==> src/rtl/serial_pkg.sv <==
// Shared types and defaults for the serial word path (serializer and downstream framing).
package serial_pkg;

  typedef enum logic [1:0] {
    IDLE  = 2'd0,
    SHIFT = 2'd1,
    GAP   = 2'd2
  } ser_state_t;

  localparam int   SER_WIDTH_DEFAULT      = 8;
  localparam logic SER_IDLE_LEVEL_DEFAULT = 1'b0;

endpackage

==> src/rtl/piso_serializer_8bit_bit_counter.sv <==
// Loadable up-counter, cleared to zero on load, with a terminal-count flag.
module bit_counter #(
  parameter int CNT_W = 3,
  parameter int TERM  = 7
) (
  input  logic clk,
  input  logic rs,
  input  logic i_clr,
  input  logic i_inc,
  output logic o_tc
);

  logic [CNT_W-1:0] r_cnt;

  always_ff @(posedge clk or negedge rs) begin
    if (!rs) begin
      r_cnt <= '0;
    end else if (i_clr) begin
      r_cnt <= '0;
    end else if (i_inc) begin
      r_cnt <= r_cnt + 1'b1;
    end
  end

  assign o_tc = (r_cnt == CNT_W'(TERM));

endmodule

==> src/rtl/piso_serializer_8bit.sv <==
// Parallel-in/serial-out transmitter: valid/ready word intake, LSB-first serial output,
// word_done on the last bit and an optional idle gap between words.
//
// state | meaning
// IDLE  | waiting for a word, din_ready high
// SHIFT | driving holding[0] on sout, one bit per clock
// GAP   | sout at idle level for GAP cycles before accepting the next word
module piso_serializer_8bit
  import serial_pkg::*;
#(
  parameter int   WIDTH      = SER_WIDTH_DEFAULT,
  parameter int   GAP        = 0,
  parameter logic IDLE_LEVEL = SER_IDLE_LEVEL_DEFAULT
) (
  input  logic             clk,
  input  logic             rs,
  input  logic [WIDTH-1:0] din,
  input  logic             din_valid,
  output logic             din_ready,
  output logic             sout,
  output logic             sout_en,
  output logic             word_done,
  output logic             busy
);

  localparam int BIT_W  = $clog2(WIDTH);
  localparam int GAP_TC = (GAP > 0) ? GAP - 1 : 0;

  ser_state_t       r_state;
  ser_state_t       w_next_state;
  logic [WIDTH-1:0] r_hold;
  logic [WIDTH-1:0] w_next_hold;
  logic             r_sout;
  logic             r_sout_en;
  logic             r_word_done;
  logic             r_busy;
  logic             w_hs;
  logic             w_bit_clr;
  logic             w_bit_inc;
  logic             w_bit_pre_last;
  logic             w_gap_clr;
  logic             w_gap_inc;
  logic             w_gap_tc;

  // Bit counter flags the second-to-last bit so word_done can be registered
  // into the last-bit cycle; the last-bit cycle itself is then r_word_done.
  bit_counter #(.CNT_W(BIT_W), .TERM(WIDTH - 2)) u_bit_cnt (
    .clk  (clk),
    .rs   (rs),
    .i_clr(w_bit_clr),
    .i_inc(w_bit_inc),
    .o_tc (w_bit_pre_last)
  );

  bit_counter #(.CNT_W(4), .TERM(GAP_TC)) u_gap_cnt (
    .clk  (clk),
    .rs   (rs),
    .i_clr(w_gap_clr),
    .i_inc(w_gap_inc),
    .o_tc (w_gap_tc)
  );

  assign din_ready = rs & ((r_state == serial_pkg::IDLE) |
                           ((GAP == 0) & (r_state == serial_pkg::SHIFT) & r_word_done));
  assign w_hs      = din_valid & din_ready;

  always_comb begin
    w_next_state = r_state;
    w_next_hold  = r_hold;
    w_bit_clr    = 1'b0;
    w_bit_inc    = 1'b0;
    w_gap_clr    = 1'b0;
    w_gap_inc    = 1'b0;
    case (r_state)
      serial_pkg::IDLE: begin
        if (w_hs) begin
          w_next_state = serial_pkg::SHIFT;
          w_next_hold  = din;
          w_bit_clr    = 1'b1;
        end
      end
      serial_pkg::SHIFT: begin
        w_next_hold = r_hold >> 1;
        if (!r_word_done) begin
          w_bit_inc = 1'b1;
        end else if (GAP > 0) begin
          w_next_state = serial_pkg::GAP;
          w_gap_clr    = 1'b1;
        end else if (w_hs) begin
          w_next_hold = din;
          w_bit_clr   = 1'b1;
        end else begin
          w_next_state = serial_pkg::IDLE;
        end
      end
      serial_pkg::GAP: begin
        w_gap_inc = 1'b1;
        if (w_gap_tc) begin
          w_next_state = serial_pkg::IDLE;
        end
      end
      default: w_next_state = serial_pkg::IDLE;
    endcase
  end

  always_ff @(posedge clk or negedge rs) begin
    if (!rs) begin
      r_state     <= serial_pkg::IDLE;
      r_hold      <= '0;
      r_sout      <= IDLE_LEVEL;
      r_sout_en   <= 1'b0;
      r_word_done <= 1'b0;
      r_busy      <= 1'b0;
    end else begin
      r_state     <= w_next_state;
      r_hold      <= w_next_hold;
      r_sout      <= (w_next_state == serial_pkg::SHIFT) ? w_next_hold[0] : IDLE_LEVEL;
      r_sout_en   <= (w_next_state == serial_pkg::SHIFT);
      r_word_done <= (w_next_state == serial_pkg::SHIFT) & (r_state == serial_pkg::SHIFT) &
                     w_bit_pre_last;
      r_busy      <= (w_next_state != serial_pkg::IDLE);
    end
  end

  assign sout      = r_sout;
  assign sout_en   = r_sout_en;
  assign word_done = r_word_done;
  assign busy      = r_busy;

endmodule

==> config.mk <==
export PLATFORM = sky130hd
export DESIGN_NAME = piso_serializer_8bit
export DESIGN_NICKNAME = d
export VERILOG_FILES = /design/src/rtl/serial_pkg.sv /design/src/rtl/piso_serializer_8bit_bit_counter.sv /design/src/rtl/piso_serializer_8bit.sv
export SDC_FILE = /design/constraint.sdc
export NUM_CORES = 1
export LEC_CHECK = 0
export CORE_UTILIZATION = 45
export CTS_CLUSTER_SIZE = 30
export DETAILED_ROUTE_END_ITERATION = 8
export PLACE_DENSITY = 0.64
export SLEW_MARGIN = 20
export SYNTH_ARGS = -nofsm -noshare
export SYNTH_HDL_FRONTEND = slang
export SYNTH_SLANG_ARGS = --single-unit
==> constraint.sdc <==
create_clock -name clk -period 1.2 [get_ports clk]
set_input_delay 0.18 -clock clk [delete_from_list [all_inputs] [get_ports clk]]
set_output_delay 0.18 -clock clk [all_outputs]
set_load 0.02 [all_outputs]
### Yosys cells after proc, flatten, opt, wreduce, memory -nomap -nowiden

Index checks and enable logic that the tools add are counted.

* output and inout bits: 5
* logic and storage cells: 46
* register bits after elaboration: 21
* input port bits: 11

* multiplexer cells: 18
* reductions and logical operators: 6
* $add $sub $neg: 2
* bitwise gates (word level): 6
* equal/unequal tests: 5

Operators by type and width (number)
* $mux W8: 3
* $pmux W8 S2: 1
* $mux W2: 4
* $mux W1: 6
* $mux W3: 2
* $pmux W2 S3: 1
* $reduce_bool A2 Y1: 3
* $and A1 B1 Y1: 5
* $add A4 B1 Y4 const B: 1
* $eq A2 B1 Y1 const B: 2
* $logic_not A4 Y1: 1
* $add A3 B1 Y3 const B: 1
* $eq A3 B3 Y1 const B: 1
* $eq A2 B2 Y1 const B: 1
* $logic_not A2 Y1: 1
* $ne A2 B2 Y1 const B: 1
* $pmux W1 S2: 1
* $reduce_and A2 Y1: 1
* $or A1 B1 Y1: 1

### Longest topological paths before layout

* depth after elaboration: 11
* depth in mapped cells: 4
* depth with buffers taken out: 4

### Modules after synthesis

Synthesis repeated with hierarchy kept, for this count alone.

* cells, all modules: 95
* area total of the unflattened synthesis: 1066.0 um^2

Modules (own cells, without submodules)
* piso_serializer_8bit: sequential area each 350.3 um^2, area an instance 683.2 um^2, cells each 60, instances 1
* bit_counter at u_gap_cnt: sequential area each 100.1 um^2, area an instance 220.2 um^2, cells each 20, instances 1
* bit_counter at u_bit_cnt: sequential area each 75.1 um^2, area an instance 162.7 um^2, cells each 15, instances 1

### Least setup slack after synthesis

Ideal clock, no wire load.

* path type: register to register
* from: register r_word_done (netlist: word_done)
* to: register r_busy (netlist: busy)
* period minus slack after synthesis: 1.266 ns
* path buffers: 1
* setup slack: -0.066 ns
* data required time: 1.073 ns
* cell stages (with the launch flop): 5
* library setup time: 0.127 ns
* data arrival time: 1.139 ns
* cell sequence: dfrtp_1 > nand2b_1 > buf_6 > a21oi_4 > or2_2

* word-level cells in the longest chain between the ends: 8
* elaborated cells on any way between the ends: 9
* those cells by class: mux: 4; bitwise: 4; reduce/logical: 1

Ends and longest elaborated chain
* start: declaration: line piso_serializer_8bit.sv:35 `logic r_word_done;`
* start signal: assignment: line piso_serializer_8bit.sv:119 `r_word_done <= (w_next_state == serial_pkg::SHIFT) & (r_state == serial_pkg::SHIFT) &`
* $and A1 B1 Y1: line piso_serializer_8bit.sv:64 `((GAP == 0) & (r_state == serial_pkg::SHIFT) & r_word_done));`
* $or A1 B1 Y1: line piso_serializer_8bit.sv:63 `assign din_ready = rs & ((r_state == serial_pkg::IDLE) |`
* $and A1 B1 Y1: line piso_serializer_8bit.sv:63
* $and A1 B1 Y1: line piso_serializer_8bit.sv:65 `assign w_hs = din_valid & din_ready;`
* $mux W2: line piso_serializer_8bit.sv:89 `end else if (w_hs) begin`
* $mux W2: line piso_serializer_8bit.sv:84 `if (!r_word_done) begin`
* $pmux W2 S3 *: line piso_serializer_8bit.sv:74 `case (r_state)`
* net w_next_state[0]: line piso_serializer_8bit.sv:30 `ser_state_t w_next_state;`
* $reduce_bool A2 Y1 *: line piso_serializer_8bit.sv:121 `r_busy <= (w_next_state != serial_pkg::IDLE);`
* end signal: assignment: line piso_serializer_8bit.sv:121
* end: declaration: line piso_serializer_8bit.sv:36 `logic r_busy;`

Mark *: on every way through the listed nets, which the timed path passes. The rest lies on a longest branch.
A chain may end at the register's enable or synchronous reset.

### Final worst setup path

* from: register r_word_done (netlist: word_done)
* to: output port din_ready

* word-level cells in the longest chain between the ends: 3

Ends and longest elaborated chain
* $and A1 B1 Y1: line piso_serializer_8bit.sv:64
* $or A1 B1 Y1: line piso_serializer_8bit.sv:63
* $and A1 B1 Y1: line piso_serializer_8bit.sv:63
* end: declaration: line piso_serializer_8bit.sv:19 `output logic din_ready,`

No other way between the ends.

==> results_dict.tcl <==
set metrics [dict create \
    outcome "complete, but fails checks" \
    violations "negative setup slack" \
    dieArea_um2 2560 \
    syn_area_per_cell_um2 10.8 \
    period_needed_ns 1.34 \
    globalRoute.totalOverflow 0 \
    cts-root-buf "sky130_fd_sc_hd__clkbuf_4" \
    routedWlPerCell_um 17.0 \
    power.density_nw_per_um2 1790 \
    timing.final.max_slew_violations 0 \
    dr.pass1.iters 4 \
    finClkSkew_ns 0.00451 \
    post_synthesis_sequential_area_ratio 0.494 \
    worstSetupEndpointType "primary output" \
    area_growth_syn_to_layout_pct 45.1 \
    clock_tree.buffer_depth 2 \
    vias 948 \
    num_rows 17 \
    buffer_ports.inserted 15 \
    warnings_synthesis 0 \
    tritoncts.num_buffers 3 \
    first_pass_grt_wire_length_um 4590 \
    worst_pin_slew_ns 0.354 \
    syn_inst 99 \
    initial_core_util 0.481 \
    path_class "reg -> out" \
    layout-drive-gt1-share 0.370 \
    post-place-cells 152 \
    n_antenna_cell 0 \
    rsz_0062_raised_after_global_routing "true" \
    dieHeight_um 50.6 \
    route.detailed.vias_per_inst 5.82 \
    grtUsageTotal 0.248 \
    htree_num_levels 1 \
    timing.final.crit_share 1.12 \
    drtAntennaViolNets 0 \
    finalNetCount 151 \
    gp_routability_congestion 0.817 \
    first_global_vias 991 \
    cts.clk_slew.worst_paths_ns 0.12 \
    design_area_um2 1550 \
    worst-endpoint-required_ns 1.02 \
    hold_viol 0 \
    core_region_area_um2 2210 \
    nFillCells 174 \
    cts_sinks 21 \
    slew_headroom 0.763 \
    largest_driver_fanout_on_the_critical_path 2 \
    maxClockFrequency_mhz 746 \
    routed_wirelength_um 2770 \
    drt-initial-drc-count 18 \
    area.sequential_um2 527 \
    netlist_area_um2 1060 \
    post_cts_hold_buffer_count 0 \
    synth.lib_cells_used.distinct 35 \
    dp_hpwl_um 1780 \
    vdd_ir_drop_max_uv 1200 \
    clk_latency_ns 0.31 \
    top_level_ports 16 \
    place_ws_ns -0.454 \
    final-setup-viol-count 11 \
    grt_max_degree 19 \
    setup_slack_ns -0.141 \
    chipWidth_um 50.6 \
    multi_input_area_um2 573 \
    drc 0 \
    cp_data_arrival_time_ns 1.16 \
    worst_hold_path_type "in -> async" \
    synth_fp_nets 114 \
    cap_violations 0 \
    leakagePower_nw 0.705 \
    power_w 0.00276 \
    flip_flop_and_latch_count_after_synthesis 21 \
    antenna_found_initial 0 \
    setup.worst_path.start_class "flip-flop" \
    cts_tree "yes" \
    final-instance-count-excl-fill 163 \
    placedInstanceArea_um2 1340 \
]
==> timing repair <==
item	4_1_cts	5_1_grt
buffers inserted	5	3
hold endpoints to repair	0	0
pin swaps	2	3
gates resized for setup	35	17
endpoints found under the setup margin	16	19
==> path summary, 6_finish.rpt <==
path,start,to,slack [ns],cells past startpoint
max,word_done,din_ready,-0.14,3
min,rs,r_hold[3],0.04,3
max reg2reg,r_state[0],r_hold[1],-0.13,5
min reg2reg,u_gap_cnt.r_cnt[3],u_gap_cnt.r_cnt[3],0.50,1
max in group asynchronous,rs,word_done,0.99,3
min in group clk,din_valid,r_hold[0],0.43,4
==> metrics by stage <==
step / TNS, ns / util / hold WS [ns]
floorplan: 0 / - / -0.116
global placement: -5.38 / 0.605 / 0.463
detailed placement: -5.58 / 0.605 / 0.476
CTS: -0.564 / 0.669 / 0.377
global route: -1.42 / 0.699 / 0.0292
finish: -0.812 / 0.699 / 0.0382
==> worst max-delay path: stages, from the launching register on <==
cell	delay, ns
sky130_fd_sc_hd__dfrtp_2	0.42
sky130_fd_sc_hd__nand2b_4	0.14
sky130_fd_sc_hd__and3_4	0.17
sky130_fd_sc_hd__buf_6	0.12
==> logic make-up (layout without fill, tap and decap cells) <==
group           count (synthesis)  in the layout  synth area share
fa+ha+maj                       4              4            0.0470
compound gates                 27             27             0.199
flops                          21             21             0.494
buf+inv                        14             50            0.0635
simple gates                   28             28             0.154
xor+xnor                        3              3            0.0247
mux                             2              2            0.0188
==> synthesized netlist by cell type (all sizes together) <==
library cell	n	area, µm²
a21boi	2	18.8
a21o	1	7.51
a21oi	4	31.3
a221oi	1	8.76
a2bb2oi	2	17.5
a31oi	1	6.26
a32oi	1	8.76
and3	2	12.5
and3b	1	8.76
and4	1	8.76
buf	5	33.8
dfrtp	21	526
ha	4	50.1
inv	9	33.8
mux2i	2	20.0
nand2	3	11.3
nand2b	2	12.5
nand3	6	30.0
nand4	4	25.0
nand4bb	1	11.3
nor2	3	11.3
nor2b	3	18.8
o211ai	3	22.5
o21ai	5	25.0
o221a	3	33.8
o22ai	1	6.26
o31ai	1	7.51
o32ai	2	17.5
or2	1	6.26
or2b	1	7.51
xnor2	3	26.3
==> routing by layer <==
layer | share of wire | vias up | GRT usage
met4 | 0.034 | 0 | 0.144
met1 | 0.40 | 468 | 0.281
li1 | - | 434 | -
met3 | 0.042 | 13 | 0.0364
met5 | 0 | - | 0
met2 | 0.52 | 33 | 0.438
==> report_power, final <==
group / switching, W / leakage [nW] / internal [W] / total (W)
clock: 0.000217 / 0.0150 / 0.000130 / 0.000346
combinational: 0.000643 / 0.428 / 0.000711 / 0.00135
sequential: 0.000136 / 0.262 / 0.000925 / 0.00106
==> cell type report <==
| cell class | instances | area share |
|---|---|---|
| timing repair buffer | 37 | 0.227 |
| inverter | 9 | 0.0219 |
| sequential | 21 | 0.341 |
| multi-input combinational | 64 | 0.371 |
| clock buffer | 4 | 0.0170 |
| tap | 28 | 0.0227 |
==> cells in the final DEF, fill, tap and decap left out, types with 2 or more instances in the layout <==
master / netlist / routed
sky130_fd_sc_hd__a21boi_2: 1 / 2
sky130_fd_sc_hd__a21oi_2: 0 / 2
sky130_fd_sc_hd__a2bb2oi_1: 2 / 2
sky130_fd_sc_hd__and3_4: 0 / 2
sky130_fd_sc_hd__buf_4: 1 / 18
sky130_fd_sc_hd__buf_6: 1 / 4
sky130_fd_sc_hd__clkbuf_4: 0 / 3
sky130_fd_sc_hd__clkdlybuf4s15_1: 0 / 3
sky130_fd_sc_hd__clkdlybuf4s50_1: 0 / 8
sky130_fd_sc_hd__dfrtp_1: 21 / 20
sky130_fd_sc_hd__dlymetal6s2s_1: 0 / 2
sky130_fd_sc_hd__ha_1: 4 / 4
sky130_fd_sc_hd__inv_1: 9 / 9
sky130_fd_sc_hd__mux2i_1: 2 / 2
sky130_fd_sc_hd__nand2_1: 3 / 2
sky130_fd_sc_hd__nand3_1: 6 / 5
sky130_fd_sc_hd__nand4_1: 4 / 4
sky130_fd_sc_hd__nor2_1: 3 / 2
sky130_fd_sc_hd__nor2b_4: 0 / 3
sky130_fd_sc_hd__o211ai_1: 3 / 3
sky130_fd_sc_hd__o21ai_0: 5 / 2
sky130_fd_sc_hd__o21ai_1: 0 / 2
sky130_fd_sc_hd__o221a_2: 3 / 3
sky130_fd_sc_hd__o32ai_2: 0 / 2
sky130_fd_sc_hd__xnor2_1: 3 / 3
==> registers in the layout, indices dropped and copies added (netlist names) <==
register         count
busy                 1
r_hold               8
r_state              2
sout                 1
sout_en              1
u_bit_cnt.r_cnt      3
u_gap_cnt.r_cnt      4
word_done            1
(Power assumes the default switching activity.)
